`config.mk`:
```
export PLATFORM = sky130hd
export DESIGN_NAME = ipv4_header_builder
export DESIGN_NICKNAME = d
export VERILOG_FILES = /design/src/rtl/ipv4_header_builder.sv
export SDC_FILE = /design/constraint.sdc
export NUM_CORES = 1
export LEC_CHECK = 0
export ABC_CLOCK_PERIOD_IN_PS = 7700
export CAP_MARGIN = 5
export CELL_PAD_IN_SITES_DETAIL_PLACEMENT = 1
export CELL_PAD_IN_SITES_GLOBAL_PLACEMENT = 2
export CORE_UTILIZATION = 35
export CTS_CLUSTER_DIAMETER = 60
export DETAILED_ROUTE_END_ITERATION = 8
export PLACE_DENSITY = 0.77
export SYNTH_ARGS = -nofsm -noshare
export SYNTH_HDL_FRONTEND = slang
export SYNTH_SLANG_ARGS = --single-unit
export TNS_END_PERCENT = 100
```
`constraint.sdc`:
```
create_clock -name clk -period 7.7 [get_ports clk]
set_clock_uncertainty 0.05 [all_clocks]
set_input_delay 1.155 -clock clk [delete_from_list [all_inputs] [get_ports clk]]
set_output_delay 1.155 -clock clk [all_outputs]
set_load 0.005 [all_outputs]
```
`src/rtl/ipv4_header_builder.sv`:
```
// IPv4 header generator: one 20-byte header (IHL=5, no options) per payload-length token,
// with internally computed total length, header checksum and Identification field.
module ipv4_header_builder #(
  parameter int          AXIS_BYTES      = 1,
  parameter bit          IDENT_INCREMENT = 1'b1,
  parameter logic [15:0] IDENT_INIT      = 16'h0000,
  parameter bit          DONT_FRAGMENT   = 1'b1
) (
  input  logic                      clk,
  input  logic                      sreset,
  input  logic [31:0]               src_ip,
  input  logic [31:0]               dest_ip,
  input  logic [7:0]                protocol,
  input  logic [7:0]                ttl,
  input  logic [7:0]                dscp_ecn,
  output logic                      payload_length_axis_tready,
  input  logic                      payload_length_axis_tvalid,
  input  logic [15:0]               payload_length_axis_tdata,
  input  logic                      axis_o_tready,
  output logic                      axis_o_tvalid,
  output logic                      axis_o_tlast,
  output logic [8*AXIS_BYTES-1:0]   axis_o_tdata,
  output logic                      length_err
);

  localparam int unsigned W         = 8 * AXIS_BYTES;
  localparam int unsigned NBEATS    = 20 / AXIS_BYTES;
  localparam logic [4:0]  LAST_BEAT = 5'(NBEATS - 1);

  if (AXIS_BYTES != 1 && AXIS_BYTES != 2 && AXIS_BYTES != 4) begin : g_bad_width
    $error("ipv4_header_builder: AXIS_BYTES must be 1, 2 or 4");
  end

  typedef enum logic [1:0] {IDLE, CSUM, EMIT} state_t;

  state_t        state, state_next;
  logic [31:0]   src_q, dst_q;
  logic [7:0]    proto_q, ttl_q, dscp_q;
  logic [15:0]   total_q, ident_q, ident;
  logic [3:0]    word_idx;
  logic [19:0]   acc, sum;
  logic [16:0]   fold1;
  logic [15:0]   fold2, csum, word;
  logic [4:0]    beat;
  logic [159:0]  emit_q;
  logic          accept, beat_done;

  assign accept    = payload_length_axis_tready & payload_length_axis_tvalid;
  assign beat_done = axis_o_tvalid & axis_o_tready;

  always_ff @(posedge clk) begin
    if (sreset) state <= IDLE;
    else        state <= state_next;
  end

  always_comb begin
    state_next                 = state;
    payload_length_axis_tready = 1'b0;
    axis_o_tvalid              = 1'b0;
    axis_o_tlast               = 1'b0;
    case (state)
      IDLE: begin
        payload_length_axis_tready = ~sreset;
        if (payload_length_axis_tvalid && !sreset) state_next = CSUM;
      end
      CSUM: begin
        if (word_idx == 4'd9) state_next = EMIT;
      end
      EMIT: begin
        axis_o_tvalid = 1'b1;
        axis_o_tlast  = (beat == LAST_BEAT);
        if (axis_o_tready && beat == LAST_BEAT) state_next = IDLE;
      end
      default: state_next = IDLE;
    endcase
  end

  // Header words in wire order with the checksum word (index 5) taken as zero.
  always_comb begin
    word = '0;
    case (word_idx)
      4'd0:    word = {8'h45, dscp_q};
      4'd1:    word = total_q;
      4'd2:    word = ident_q;
      4'd3:    word = {1'b0, DONT_FRAGMENT, 14'd0};
      4'd4:    word = {ttl_q, proto_q};
      4'd6:    word = src_q[31:16];
      4'd7:    word = src_q[15:0];
      4'd8:    word = dst_q[31:16];
      4'd9:    word = dst_q[15:0];
      default: word = '0;
    endcase
  end

  // Ten 16-bit words cannot overflow 20 bits; two end-around folds settle all carries.
  assign sum   = acc + {4'd0, word};
  assign fold1 = {1'b0, sum[15:0]} + {13'd0, sum[19:16]};
  assign fold2 = fold1[15:0] + {15'd0, fold1[16]};
  assign csum  = ~fold2;

  always_ff @(posedge clk) begin
    if (sreset) begin
      ident      <= IDENT_INIT;
      length_err <= 1'b0;
      word_idx   <= '0;
      acc        <= '0;
      beat       <= '0;
      emit_q     <= '0;
      src_q      <= '0;
      dst_q      <= '0;
      proto_q    <= '0;
      ttl_q      <= '0;
      dscp_q     <= '0;
      total_q    <= '0;
      ident_q    <= '0;
    end else begin
      length_err <= accept && (payload_length_axis_tdata > 16'd65515);
      case (state)
        IDLE: begin
          if (accept) begin
            src_q    <= src_ip;
            dst_q    <= dest_ip;
            proto_q  <= protocol;
            ttl_q    <= ttl;
            dscp_q   <= dscp_ecn;
            ident_q  <= ident;
            total_q  <= payload_length_axis_tdata + 16'd20;
            word_idx <= '0;
            acc      <= '0;
          end
        end
        CSUM: begin
          acc      <= sum;
          word_idx <= word_idx + 4'd1;
          if (word_idx == 4'd9) begin
            emit_q <= {8'h45, dscp_q, total_q, ident_q, 1'b0, DONT_FRAGMENT, 6'd0, 8'h00,
                       ttl_q, proto_q, csum, src_q, dst_q};
            beat   <= '0;
          end
        end
        EMIT: begin
          if (beat_done) begin
            emit_q <= emit_q << W;
            if (beat == LAST_BEAT) begin
              beat <= '0;
              if (IDENT_INCREMENT) ident <= ident + 16'd1;
            end else begin
              beat <= beat + 5'd1;
            end
          end
        end
        default: ;
      endcase
    end
  end

  assign axis_o_tdata = axis_o_tvalid ? emit_q[159 -: W] : '0;

endmodule

```
# Word-level counts from Yosys, hierarchy flattened
# Index checks and enable logic that the tools add are counted.
[word_totals]
register_bits = 328
inputBits = 108
output_inout_bits = 12
word_cells = 75
[op_classes]
addsub = 7
magnitude_cmp = 1
eq_ne = 16
mux = 20
n_bitwise = 4
reduce_logical = 13
[op_table]
columns = ["cell", "count"]
rows = [
  ["160-bit 2-to-1 mux", 2],
  ["160-bit case mux with 2 select lines", 1],
  ["16-bit case mux with 9 select lines", 1],
  ["20-bit case mux with 2 select lines", 1],
  ["20-bit by 16-bit adder with 20-bit output", 1],
  ["20-bit 2-to-1 mux", 1],
  ["16-bit by 4-bit adder with 17-bit output", 1],
  ["16-bit by 1-bit adder with 16-bit output", 1],
  ["16-bit by 1-bit adder with 16-bit output, second input constant", 1],
  ["16-bit by 5-bit adder with 16-bit output, second input constant", 1],
  ["16-bit > comparator, second input constant", 1],
  ["16-bit NOT", 1],
  ["5-bit 2-to-1 mux", 3],
  ["4-bit by 3-bit == test with 1-bit output, second input constant", 3],
  ["2-bit inequality test, second input constant", 5],
  ["5-bit case mux with 2 select lines", 1],
  ["3-bit AND reduction", 3],
  ["4-bit by 2-bit == test with 1-bit output, second input constant", 2],
  ["4-bit == test, second input constant", 2],
  ["8-bit 2-to-1 mux", 1],
  ["4-bit case mux with 2 select lines", 1],
  ["2-bit 2-to-1 mux", 3],
  ["2-bit case mux with 3 select lines", 1],
  ["5-bit by 1-bit adder with 5-bit output, second input constant", 1],
  ["15 further kinds", 22],
]

# Longest topological paths before layout
# Gate-level depths: netlist (run 1).
[depth]
word_depth = 8
mapped_depth = 34

# Worst setup path before layout (run 1)
# No wires, ideal clock.
[synth_timing]
path_kind = "register to register"
start = "register word_idx[0]"
end = "register emit_q[77]"
setup_ns = 0.086
arrival_ns = 6.935
required_ns = 7.564
path_slack_ns = 0.629
stages_incl_launch_ff = 35
n_path_buf = 3
period_less_slack_ns = 7.071
path_cell_list = "dfxtp_1 > inv_1 > ha_1 > clkbuf_1 > nor3b_1 > clkbuf_1 > a221oi_1 > nand3_1 > ha_1 > inv_1 > fa_1 > nand2b_2 > a21boi_0 > a211o_1 > o2111ai_1 > a21boi_0 > o21ai_0 > nand2_1 > xor2_1 > ha_1 > fa_1 > a21o_1 > a21o_1 > nand3_1 > or4_1 > buf_2 > nor4_1 > ha_1 > and3_1 > nand3b_1 > or2_2 > a2111o_1 > a211oi_2 > xnor2_1 > a221oi_2"
[synth_between]
elab_chain_len = 8
[synth_rtl]
columns = ["element", "line", "text"]
rows = [
  ["start, declared", "40", "logic [3:0] word_idx;"],
  ["start signal, assigned", "134", "word_idx <= word_idx + 4'd1;"],
  ["4-bit == test, or another cell as far along", "81, 135", ""],
  ["16-bit case mux with 9 select lines", "81", "case (word_idx)"],
  ["20-bit by 16-bit adder with 20-bit output", "96", "assign sum = acc + {4'd0, word};"],
  ["16-bit by 4-bit adder with 17-bit output", "97", "assign fold1 = {1'b0, sum[15:0]} + {13'd0, sum[19:16]};"],
  ["16-bit by 1-bit adder with 16-bit output", "98", "assign fold2 = fold1[15:0] + {15'd0, fold1[16]};"],
  ["16-bit NOT", "99", "assign csum = ~fold2;"],
  ["160-bit 2-to-1 mux", "135", "if (word_idx == 4'd9) begin"],
  ["160-bit case mux with 2 select lines", "118", "case (state)"],
  ["end signal, assigned", "136", "emit_q <= {8'h45, dscp_q, total_q, ident_q, 1'b0, DONT_FRAGMENT, 6'd0, 8'h00,"],
  ["end signal, assigned", "143", "emit_q <= emit_q << W;"],
  ["end, declared", "45", "logic [159:0] emit_q;"],
]
# Parallel ways exist; a longest one is shown, timed or not. The select of a mux whose other input is x is not followed.
# A chain may end at the register's enable or synchronous reset.

# Worst setup path in the final report (run 1)
[layout_timing]
start = "register word_idx[1]"
end = "register emit_q[77]"
# Same word-level chain as after synthesis.

==> impl_metrics.csv, run 1 <==
group,metric,value,unit
sta,fmax,138.6,MHz
clock_network,htree_levels,2,
sta,fin_ws,0.4870,ns
finish,layout-drive-gt1-share,5.906,%
placement,dp_cells,2551,
worst_setup_path,path_common_cell,"ha_1",
worst_setup_path,crit_family,"compound AO/OA/AOI/OAI gates",
placement,dpl_cell_area,17170,um^2
clock_network,tritoncts,"yes",
finish,synthToLayoutAreaGrowth,18.52,%
drt,first_pass_iters,6,
drt,post-route-drc-count,0,
synth,synth.distinct_cells,70,
clock_network,cts.sinks,328,
finish,fin_nets,2151,
synth,synth_nets,2116,
finish,n_antenna_cell,0,
worst_setup_path,rr_endpoint,"emit_q[77]",
drt,postRouteAntennaNets,0,
synth,yosysWarnings,0,
min_path,holdPathStages,2,
synth,yosysSeqAreaShare,42.26,%
drt,num_vias,14460,
power_and_ir_drop,combPwrFrac,10.8,%
worst_setup_path,r2r_cells,31,
grt,grt_pass1_wl,89.25,mm
clock_network,cts_buffers,39,
placement,dp_hpwl,42.27,mm
synth,synth-main-ff-cell,"dfxtp_1",
drt,drt_iter0_drc,1045,
sta,setup_viol,0,
worst_setup_path,crit_path_max_incr_delay,0.54,ns
power_and_ir_drop,p_per_area,219.5,nW/um^2
grt,antenna_found_initial,0,
worst_setup_path,crit_buf_inv,3,
placement,gp_congestion,0.8605,
floorplan,fp.dieW,212.7,um
power_and_ir_drop,vdd.ir_drop.worst,134.2,uV
worst_setup_path,start_kind,"register",
finish,mostFrequentLayoutCells,"nand2_1, dfxtp_1, nor2_1, nand3b_1",
sta,relSlewSlack,28.97,%
grt,grt_usage,26.36,%
drt,viasPerCell,5.525,
worst_setup_path,r2r-start,"word_idx[1]",
worst_setup_path,rrSetupSlack,0.49,ns
placement,port_buffers,119,
synth,post_synth_instance_area,15540,um^2
worst_setup_path,worstPathMaxFanout,14,
synth,ys_ff_latch,328,
run_status,status,"complete, no violations",
flow_run,cap_violations,0,
synth,synth_top_cell_by_area,"dfxtp_1",
power_and_ir_drop,clockPowerShare,43.6,%
synth,synth_top_area_share,42.26,%
placement,pre_cts_ws,0.06900,ns
floorplan,ioPinCount,120,
worst_setup_path,worst_path_max_delay_cell,"or4_1",
clock_network,cts.clk_slew.worst_paths,0.06,ns
power_and_ir_drop,pwr-share-seq,45.6,%
sta,fin_crit,7.213,ns
drt,wl_per_cell,22.65,um
power_and_ir_drop,internal_power,2.951,mW
sta,hold_violations,0,
grt,grt_pass1_vias,14210,
floorplan,rows,76,
floorplan,start_util,35.76,%
worst_setup_path,required,8.12,ns
synth,synth_edf_count,0,
synth,yosys-top-cells-area,"dfxtp_1, nand2_1, a311oi_1",
synth,avgSynthCellArea,7.864,um^2
clock_network,cts_hold_buf,0,
grt,overflow,0,
worst_setup_path,critPathKind,"register to register",
clock_network,root_buffer,"clkbuf_16",
clock_network,clock_path_buffers,3,
sta,slew_violations,0,
clock_network,clkLatencyLatePin,0.56,ns
drt,drt_wl_total,59.29,mm
finish,finalInstanceArea,18420,um^2
min_path,hp-class,"register to register",
sta,fin_crit_sh,93.68,%
grt,grt_max_degree,180,
synth,async_flop_share,0,%
power_and_ir_drop,p_sw,1.090,mW
floorplan,fp.coreArea,43460,um^2
power_and_ir_drop,swShare,26.97,%
power_and_ir_drop,p_leak,6.554,nW
floorplan,die_h,212.7,um
finish,stdcell_count,2617,
worst_setup_path,endpoint_kind,"register",
min_path,hp-start,"emit_q[64]",
synth,postSynthCellCount,1976,
floorplan,dieArea,45240,um^2
sta,tightestPinTransition,1.063,ns
sta,whs,0.4026,ns
worst_setup_path,arrival,7.63,ns
finish,layout_commonest_cell,"nand2_1",
min_path,min_to,"emit_q[64]",
-- per-layer routing --
| metal | wire length (um) | track usage [%] | up-vias |
|---|---|---|---|
| li1 | - | - | 6947 |
| met1 | 27920 | 36.90 | 7124 |
| met2 | 27350 | 42.87 | 315 |
| met3 | 2665 | 3.059 | 74 |
| met4 | 1353 | 6.723 | 0 |
| met5 | 0 | 0 | - |
-- registers in the layout, summed over array words and instances (netlist names) --
| register | flops |
|---|---|
| acc | 20 |
| beat | 5 |
| dscp_q | 8 |
| dst_q | 32 |
| emit_q | 160 |
| ident | 16 |
| ident_q | 16 |
| length_err | 1 |
| proto_q | 8 |
| src_q | 32 |
| state | 2 |
| total_q | 16 |
| ttl_q | 8 |
| word_idx | 4 |
-- cells by family after synthesis --
logic type,after synthesis,synth area share (%)
xor gates and xnor gates,64,3.607
DFF,328,42.26
buffers and inverters,179,4.348
adders and majority gates,32,2.673
AOI/OAI and AO/OA,353,17.03
muxes,5,0.3221
and+or+nand+nor,1015,29.76
-- power groups by stage --
stage	Clock, mW	Sequential, mW	Combinational (mW)
floorplan	0	1.81	0.259
global placement	0	1.88	0.428
detailed placement	0	1.88	0.433
CTS	1.81	1.84	0.435
global route	1.87	1.85	0.478
finish	1.76	1.84	0.436
-- worst reg2reg max path, delay by kind of cell, from the launching register on --
| family | cells | cell delay (ns) |
|---|---|---|
| AOI/OAI and AO/OA | 10 | 2.41 |
| and+or+nand+nor | 11 | 2.28 |
| adders and majority gates | 5 | 1.22 |
| buffers and inverters | 3 | 0.47 |
| DFF | 1 | 0.41 |
| xor gates and xnor gates | 2 | 0.29 |
-- stage by stage --
| step | setup TNS [ns] | power [mW] | utilization, % |
|---|---|---|---|
| after floorplan | 0 | 2.073 | - |
| after global placement | 0 | 2.310 | 39.50 |
| after detailed placement | 0 | 2.312 | 39.50 |
| after CTS | 0 | 4.085 | 42.21 |
| after global routing | -0.004577 | 4.197 | 42.38 |
| final | 0 | 4.042 | 42.38 |
-- cell type report --
type	count	area, um^2
Fill cell	5199	25040
Tap cell	585	732.0
Inverter	18	70.07
Multi-Input combinational cell	1469	8379
Timing Repair Buffer	155	1491
Sequential cell	328	6568
Clock inverter	6	66.31
Clock buffer	56	1110
-- synth_stat cells, types with 21 or more instances --
cell,number
nor2_1,199
dfxtp_1,328
ha_1,30
a21oi_1,64
a22oi_1,35
nand3_1,58
nand3b_1,123
nand2_1,534
xnor2_1,29
clkbuf_1,148
xor2_1,35
nor3_1,21
o21ai_0,32
a311oi_1,118
-- how the worst max path moves through the flow --
stage,startpoint,end,slack (ns),cells past startpoint
after floorplan,word_idx[0],emit_q[77],0.63,34
after global placement,word_idx[1],emit_q[77],0.31,30
after detailed placement,word_idx[0],emit_q[77],0.07,32
after CTS,word_idx[0],emit_q[77],0.04,32
after global routing,word_idx[1],emit_q[77],-0.005,30
final,word_idx[1],emit_q[77],0.49,31
-- what timing repair did --
item,4_1_cts,5_1_grt
setup endpoints to repair,0,10
hold endpoints to repair,0,0
setup buffers,0,4
gates resized for setup,0,14
(Power assumes the default switching activity.)
==> run 2, diff against run 1 <==
--- a/config.mk
+++ b/config.mk
@@ -9,6 +9,7 @@
 export CAP_MARGIN = 5
 export CELL_PAD_IN_SITES_DETAIL_PLACEMENT = 1
 export CELL_PAD_IN_SITES_GLOBAL_PLACEMENT = 2
+export CORE_MARGIN = 1
 export CORE_UTILIZATION = 35
 export CTS_CLUSTER_DIAMETER = 60
 export DETAILED_ROUTE_END_ITERATION = 8
==> results of run 2 <==
Same layout as run 1: the final DEF is identical, and so are final timing and power.
